===== src/rtl/i2c_master_control.sv =====
// I2C master sequencer: start, address/data bytes, slave ACK, master ACK/NACK, stop.
// Define I2C_ACK_ABORT_EN to end the transfer with a stop after any slave NACK.
module i2c_master_control #(
  parameter int DATA_WIDTH  = 8,
  parameter int COUNT_WIDTH = 3
) (
  input  logic                   clock,
  input  logic                   Reset,
  input  logic                   ClockI2C,
  input  logic                   Go,
  input  logic [COUNT_WIDTH-1:0] NumBytes,
  input  logic                   ReadMode,
  input  logic                   SDAIn,
  output logic                   BaudEnable,
  output logic                   ReadorWrite,
  output logic                   Select,
  output logic                   ShiftorHold,
  output logic                   StartStopAck,
  output logic                   WriteLoad,
  output logic                   Busy,
  output logic                   Done,
  output logic                   AckError
);

  localparam int BIT_WIDTH = $clog2(DATA_WIDTH + 1);
  localparam logic [BIT_WIDTH-1:0] LAST_BIT = BIT_WIDTH'(DATA_WIDTH - 1);
  localparam logic [BIT_WIDTH-1:0] FULL_BYTE = BIT_WIDTH'(DATA_WIDTH);

  typedef enum logic [3:0] {
    Initial, Start, Load, Write, Acknowledge, Read, MasterAck, Transit, Stop
  } stateT;

  stateT                  state, nextState;
  logic                   clockI2CPrev;
  logic                   rise, fall;
  logic [BIT_WIDTH-1:0]   bitCount;
  logic [COUNT_WIDTH-1:0] byteCount;
  logic                   readModeReg;
  logic                   addressPhase;
  logic                   bytesRemain;
  logic                   ackAbort;

  assign rise        = ClockI2C & ~clockI2CPrev;
  assign fall        = ~ClockI2C & clockI2CPrev;
  // byteCount includes the byte in flight, so "more to come" means above one.
  assign bytesRemain = byteCount > COUNT_WIDTH'(1);

`ifdef I2C_ACK_ABORT_EN
  assign ackAbort = AckError;
`else
  assign ackAbort = 1'b0;
`endif

  // NOTE: sequential state uses non-blocking assignments so every register
  // samples pre-edge values regardless of process evaluation order.
  always_ff @(posedge clock) begin
    if (Reset) state <= Initial;
    else       state <= nextState;
  end

  always_comb begin
    nextState = state;
    unique case (state)
      Initial:     if (Go) nextState = Start;
      Start:       if (fall) nextState = Load;
      Load:        nextState = Write;
      Write:       if (fall && bitCount == LAST_BIT) nextState = Acknowledge;
      Acknowledge: if (fall) begin
        if (ackAbort)          nextState = Transit;
        else if (addressPhase) nextState = (byteCount == '0) ? Transit : (readModeReg ? Read : Load);
        else                   nextState = bytesRemain ? Load : Transit;
      end
      Read:        if (fall && bitCount == FULL_BYTE) nextState = MasterAck;
      MasterAck:   if (fall) nextState = bytesRemain ? Read : Transit;
      Transit:     if (rise) nextState = Stop;
      Stop:        nextState = Initial;
      default:     nextState = Initial;
    endcase
  end

  always_ff @(posedge clock) begin
    if (Reset) begin
      clockI2CPrev <= 1'b1;
      bitCount     <= '0;
      byteCount    <= '0;
      readModeReg  <= 1'b0;
      addressPhase <= 1'b0;
      AckError     <= 1'b0;
    end else begin
      clockI2CPrev <= ClockI2C;

      if (state == Initial && Go) begin
        byteCount    <= NumBytes;
        readModeReg  <= ReadMode;
        addressPhase <= 1'b1;
        AckError     <= 1'b0;
      end

      // Counting bits only inside Write/Read makes every entry start from zero.
      if ((state == Write && fall) || (state == Read && rise && bitCount != FULL_BYTE))
        bitCount <= bitCount + BIT_WIDTH'(1);
      else if (state != Write && state != Read)
        bitCount <= '0;

      if (state == Acknowledge && rise && SDAIn) AckError <= 1'b1;

      if (state == Acknowledge && fall) begin
        if (!addressPhase) byteCount <= byteCount - COUNT_WIDTH'(1);
        addressPhase <= 1'b0;
      end

      if (state == MasterAck && fall) byteCount <= byteCount - COUNT_WIDTH'(1);
    end
  end

  // NOTE: every output gets a default before the case so no latch is inferred.
  always_comb begin
    BaudEnable   = 1'b1;
    ReadorWrite  = 1'b0;
    Select       = 1'b0;
    StartStopAck = 1'b1;
    ShiftorHold  = 1'b0;
    WriteLoad    = 1'b0;
    Busy         = 1'b1;
    Done         = 1'b0;
    unique case (state)
      Initial: begin
        BaudEnable = 1'b0;
        Busy       = 1'b0;
      end
      Start:       StartStopAck = 1'b0;
      Load:        WriteLoad = 1'b1;
      Write: begin
        Select      = 1'b1;
        ShiftorHold = fall;
      end
      Acknowledge: ReadorWrite = 1'b1;
      Read: begin
        ReadorWrite = 1'b1;
        ShiftorHold = rise && (bitCount != FULL_BYTE);
      end
      MasterAck:   StartStopAck = ~bytesRemain;
      Transit:     StartStopAck = 1'b0;
      Stop: begin
        Done       = 1'b1;
        BaudEnable = 1'b0;
      end
      default: ;
    endcase
  end

endmodule


===== config.mk =====
export PLATFORM = sky130hd
export DESIGN_NAME = i2c_master_control
export DESIGN_NICKNAME = d
export VERILOG_FILES = /design/src/rtl/i2c_master_control.sv
export SDC_FILE = /design/constraint.sdc
export NUM_CORES = 1
export LEC_CHECK = 0
export ABC_AREA = 0
export CAP_MARGIN = 40
export CORE_AREA = 2 2 65 43
export DETAILED_ROUTE_END_ITERATION = 10
export DIE_AREA = 0 0 67 45
export DONT_BUFFER_PORTS = 1
export GPL_TIMING_DRIVEN = 0
export PLACE_DENSITY_LB_ADDON = 0.15
export REMOVE_ABC_BUFFERS = 1
export SETUP_SLACK_MARGIN = 0.5
export SLEW_MARGIN = 10
export SYNTH_ARGS = -nofsm -noshare
export SYNTH_HDL_FRONTEND = slang
export SYNTH_SLANG_ARGS = --single-unit

===== constraint.sdc =====
create_clock -name clock -period 1.79 [get_ports clock]
set_clock_uncertainty 0.15 [all_clocks]
set_input_delay 0.0895 -clock clock [delete_from_list [all_inputs] [get_ports clock]]
set_output_delay 0.0895 -clock clock [all_outputs]
set_load 0.05 [all_outputs]

==> reports/results.txt <==
FF-to-FF path depth: 6
TritonRoute pass-1 iters: 5
Post-synthesis sequential area ratio: 29.16%
Dpl hpwl: 1.529 mm
Fill cells: 211
Yosys synthesis warning count: 0
Relative slew slack: 54.78%
Share of layout cells above drive strength 1: 42.31%
Clk buf depth: 2
Leak: 0.5810 nW
First-pass GRT wire length: 4.795 mm
I/O pins: 18
Clock slew at reported path FFs: 0.06 ns
Cell Area, Synth: 1030 um2
Max-Cap Viols: 0
Critical path arrival: 1.73 ns
Delay of the slowest critical-path stage: 0.55 ns
GRT overflow: 0
Final core utilization: 65.55%
Ys flop type: dfxtp_1
Root buf cell: clkbuf_8
Worst-Margin Slew: 0.6783 ns
CP max FO: 6
Worst Hold End: byteCount[2]
Final Max Slew Viols: 0
Wire per inst: 16.26 um
Via density per instance: 5.447
R2R Setup Slk: -0.17 ns
Clk_lat worst skew: 0.25 ns
I/O Buffers: 0
Internal: 1.147 mW
Worst path cell trace: nor3b_4 -> and3_4 -> a22oi_2 -> clkinv_4
Fin crit period: 1.970 ns
Syn_area_per_cell: 8.108 um2
Worst min path class: in2reg
Via count: 1024
Post-route DRC: 0
Worst vdd ir: 0.0006378 V
Starting density of the core: 43.22%
Core box area: 2382 um2
Largest net degree at the start of global routing: 18
Startpoint type of the worst setup path: flip-flop
WL final: 3.056 mm
Clk pwr share: 13.1%
Clock Sinks: 15
Synth area leaders: dfxtp_1 29%, ha_1 6.1%, nor2_1 4.7%
Final setup viols: 14
Sw power: 0.9613 mW
Failing checks: negative setup slack
Num rows: 14
Tot GR Track Use: 21.94%
Height of the die: 45 um
Share of synthesized registers carrying an async set or reset: 0%
Final Hold Viols: 0
Die Area: 3015 um2
Dominant cell type by area after synthesis: dfxtp_1
Combinational share of power: 62.0%
Num CTS Buffers: 3
Worst Min Path Start: Go
Antenna diode count: 0
Distinct cells, synth: 41
CTS tree: built
H-tree depth: 1
Sw Ratio: 45.59%
Tcrit/Tclk final: 110.1%
Status: finished, violations left
DRT antenna net count: 0
Antenna violations before repair: 0
Final Net Count: 171
CP Capture Type: output port
Critical path class: reg2out
Most frequent cell after synthesis: dfxtp_1
RePlAce Congestion: 0.8435
Hold Crit Depth: 3
Post-synth EDFFs: 0
Worst Path Required: 1.55 ns
Placed inst area: 1064 um2
Area grow syn2layout: 51.64%
Flop pwr share: 24.9%
Cell area after layout: 1562 um2
Share of the synthesized area in the top cell type: 29.16%
DR iter-0 viols: 33
Fmax: 507.5 MHz
RSZ-0062 raised after global routing: true
FF+latch count, synth: 15
Most frequent cells after synthesis: 15 x dfxtp_1, 13 x nor2_1, 10 x nand2_1
Post-Syn Instances: 127
FF-to-FF End: bitCount[2]
Slowest CP cell: nor3b_4
Die X: 67 um
Reg2Reg Launch Point: state[2]
Final WS setup: -0.1803 ns
PD cells: 1350 nW/um2
Vias in the first global route: 938
repair_timing:
| action | CTS | global route |
|---|---|---|
| hold buffers | 7 | 0 |
| pin swaps | 14 | 10 |
| setup endpoints to repair | 22 | 23 |
| endpoints found under the hold margin | 15 | 0 |
| setup buffers | 16 | 6 |
| resized for setup | 42 | 22 |
power by group through the flow:
stage          Clock [mW]  Sequential, mW  Combinational [mW]
2_1_floorplan           0           0.478               0.630
3_3_place_gp            0           0.507               0.690
3_5_place_dp            0           0.514               0.724
4_1_cts             0.282           0.503                1.10
5_1_grt             0.305           0.532                1.40
6_report            0.277           0.525                1.31
stage by stage:
stage | setup WS (ns) | power [mW] | TNS, ns | hold WS (ns) | std cells
2_1_floorplan | -1.094 | 1.108 | -7.816 | 0.008566 | 120
3_3_place_gp | -1.441 | 1.197 | -11.00 | 0.01061 | 152
3_5_place_dp | -1.043 | 1.238 | -8.141 | 0.01246 | 155
4_1_cts | -0.2092 | 1.886 | -1.418 | 0.04370 | 182
5_1_grt | -0.2385 | 2.237 | -2.417 | 0.1456 | 188
6_report | -0.1803 | 2.108 | -1.487 | 0.1184 | 188
layer usage:
layer	wire (um)	GRT usage (%)
met2	1320	31.29
met5	0	0
met3	119	7.481
met1	1556	31.79
met4	59	5.306
layout make-up:
type / count / area, um2 / area share [%]
Sequential cell: 15 / 317.8 / 20.35
Clock buffer: 4 / 45.04 / 2.885
Timing Repair Buffer: 32 / 301.5 / 19.31
Inverter: 8 / 43.79 / 2.804
Multi-Input combinational cell: 97 / 813.3 / 52.08
Tap cell: 32 / 40.04 / 2.564
flip-flops by register name, summed over array words and instances, names as in the netlist:
| signal | cells |
|---|---|
| bitCount | 4 |
| state | 4 |
| byteCount | 3 |
| AckError | 1 |
| addressPhase | 1 |
| clockI2CPrev | 1 |
| readModeReg | 1 |
cell families (layout without fill, tap and decap cells):
logic type	count (synthesis)	count (layout)	synth area share, %
buffers and inverters	15	44	6.440
XOR/XNOR	2	2	1.701
flip-flops	15	15	29.16
AND/OR/NAND/NOR	59	59	32.32
multiplexers	4	4	3.888
adder cells (fa/ha/maj)	5	5	6.075
AO/OA/AOI/OAI	27	27	20.41
critical path: cells and delay by family, from the launching register on:
kind | cells | cell delay [ns]
and+or+nand+nor | 2 | 0.84
AOI/OAI and AO/OA | 1 | 0.10
DFF | 1 | 0.38
buffers and inverters | 1 | 0.15
cells in the final DEF (no fill, tap or decap), types with 2 or more instances in the layout:
cell | synthesis | final
a211oi_1 | 3 | 3
a21oi_1 | 6 | 5
and3_4 | 0 | 2
buf_4 | 0 | 14
buf_6 | 1 | 8
buf_8 | 0 | 2
clkbuf_8 | 0 | 3
dfxtp_1 | 15 | 9
dfxtp_2 | 0 | 2
dfxtp_4 | 0 | 4
dlygate4sd3_1 | 0 | 6
ha_1 | 5 | 4
inv_1 | 7 | 4
inv_4 | 0 | 2
mux2i_1 | 4 | 4
nand2_1 | 10 | 7
nand2_2 | 1 | 2
nand2_4 | 0 | 2
nand2b_1 | 5 | 5
nand3_1 | 5 | 3
nand3_2 | 0 | 2
nand3b_1 | 3 | 3
nor2_1 | 13 | 8
nor2_2 | 0 | 2
nor2_4 | 0 | 3
nor2b_1 | 5 | 4
nor3_1 | 6 | 5
nor4_4 | 1 | 2
o21ai_0 | 6 | 4
how the worst max path moves through the flow:
stage | slack [ns] | cells after the start | start | to
after floorplan | -1.09 | 6 | state[0] | bitCount[2]
after global placement | -1.44 | 6 | state[0] | bitCount[3]
after detailed placement | -1.04 | 6 | state[2] | bitCount[2]
after CTS | -0.21 | 4 | state[1] | ShiftorHold
after global routing | -0.24 | 4 | state[2] | ShiftorHold
final | -0.18 | 4 | state[2] | ShiftorHold
No activity file was read; power rests on OpenSTA's default activity.
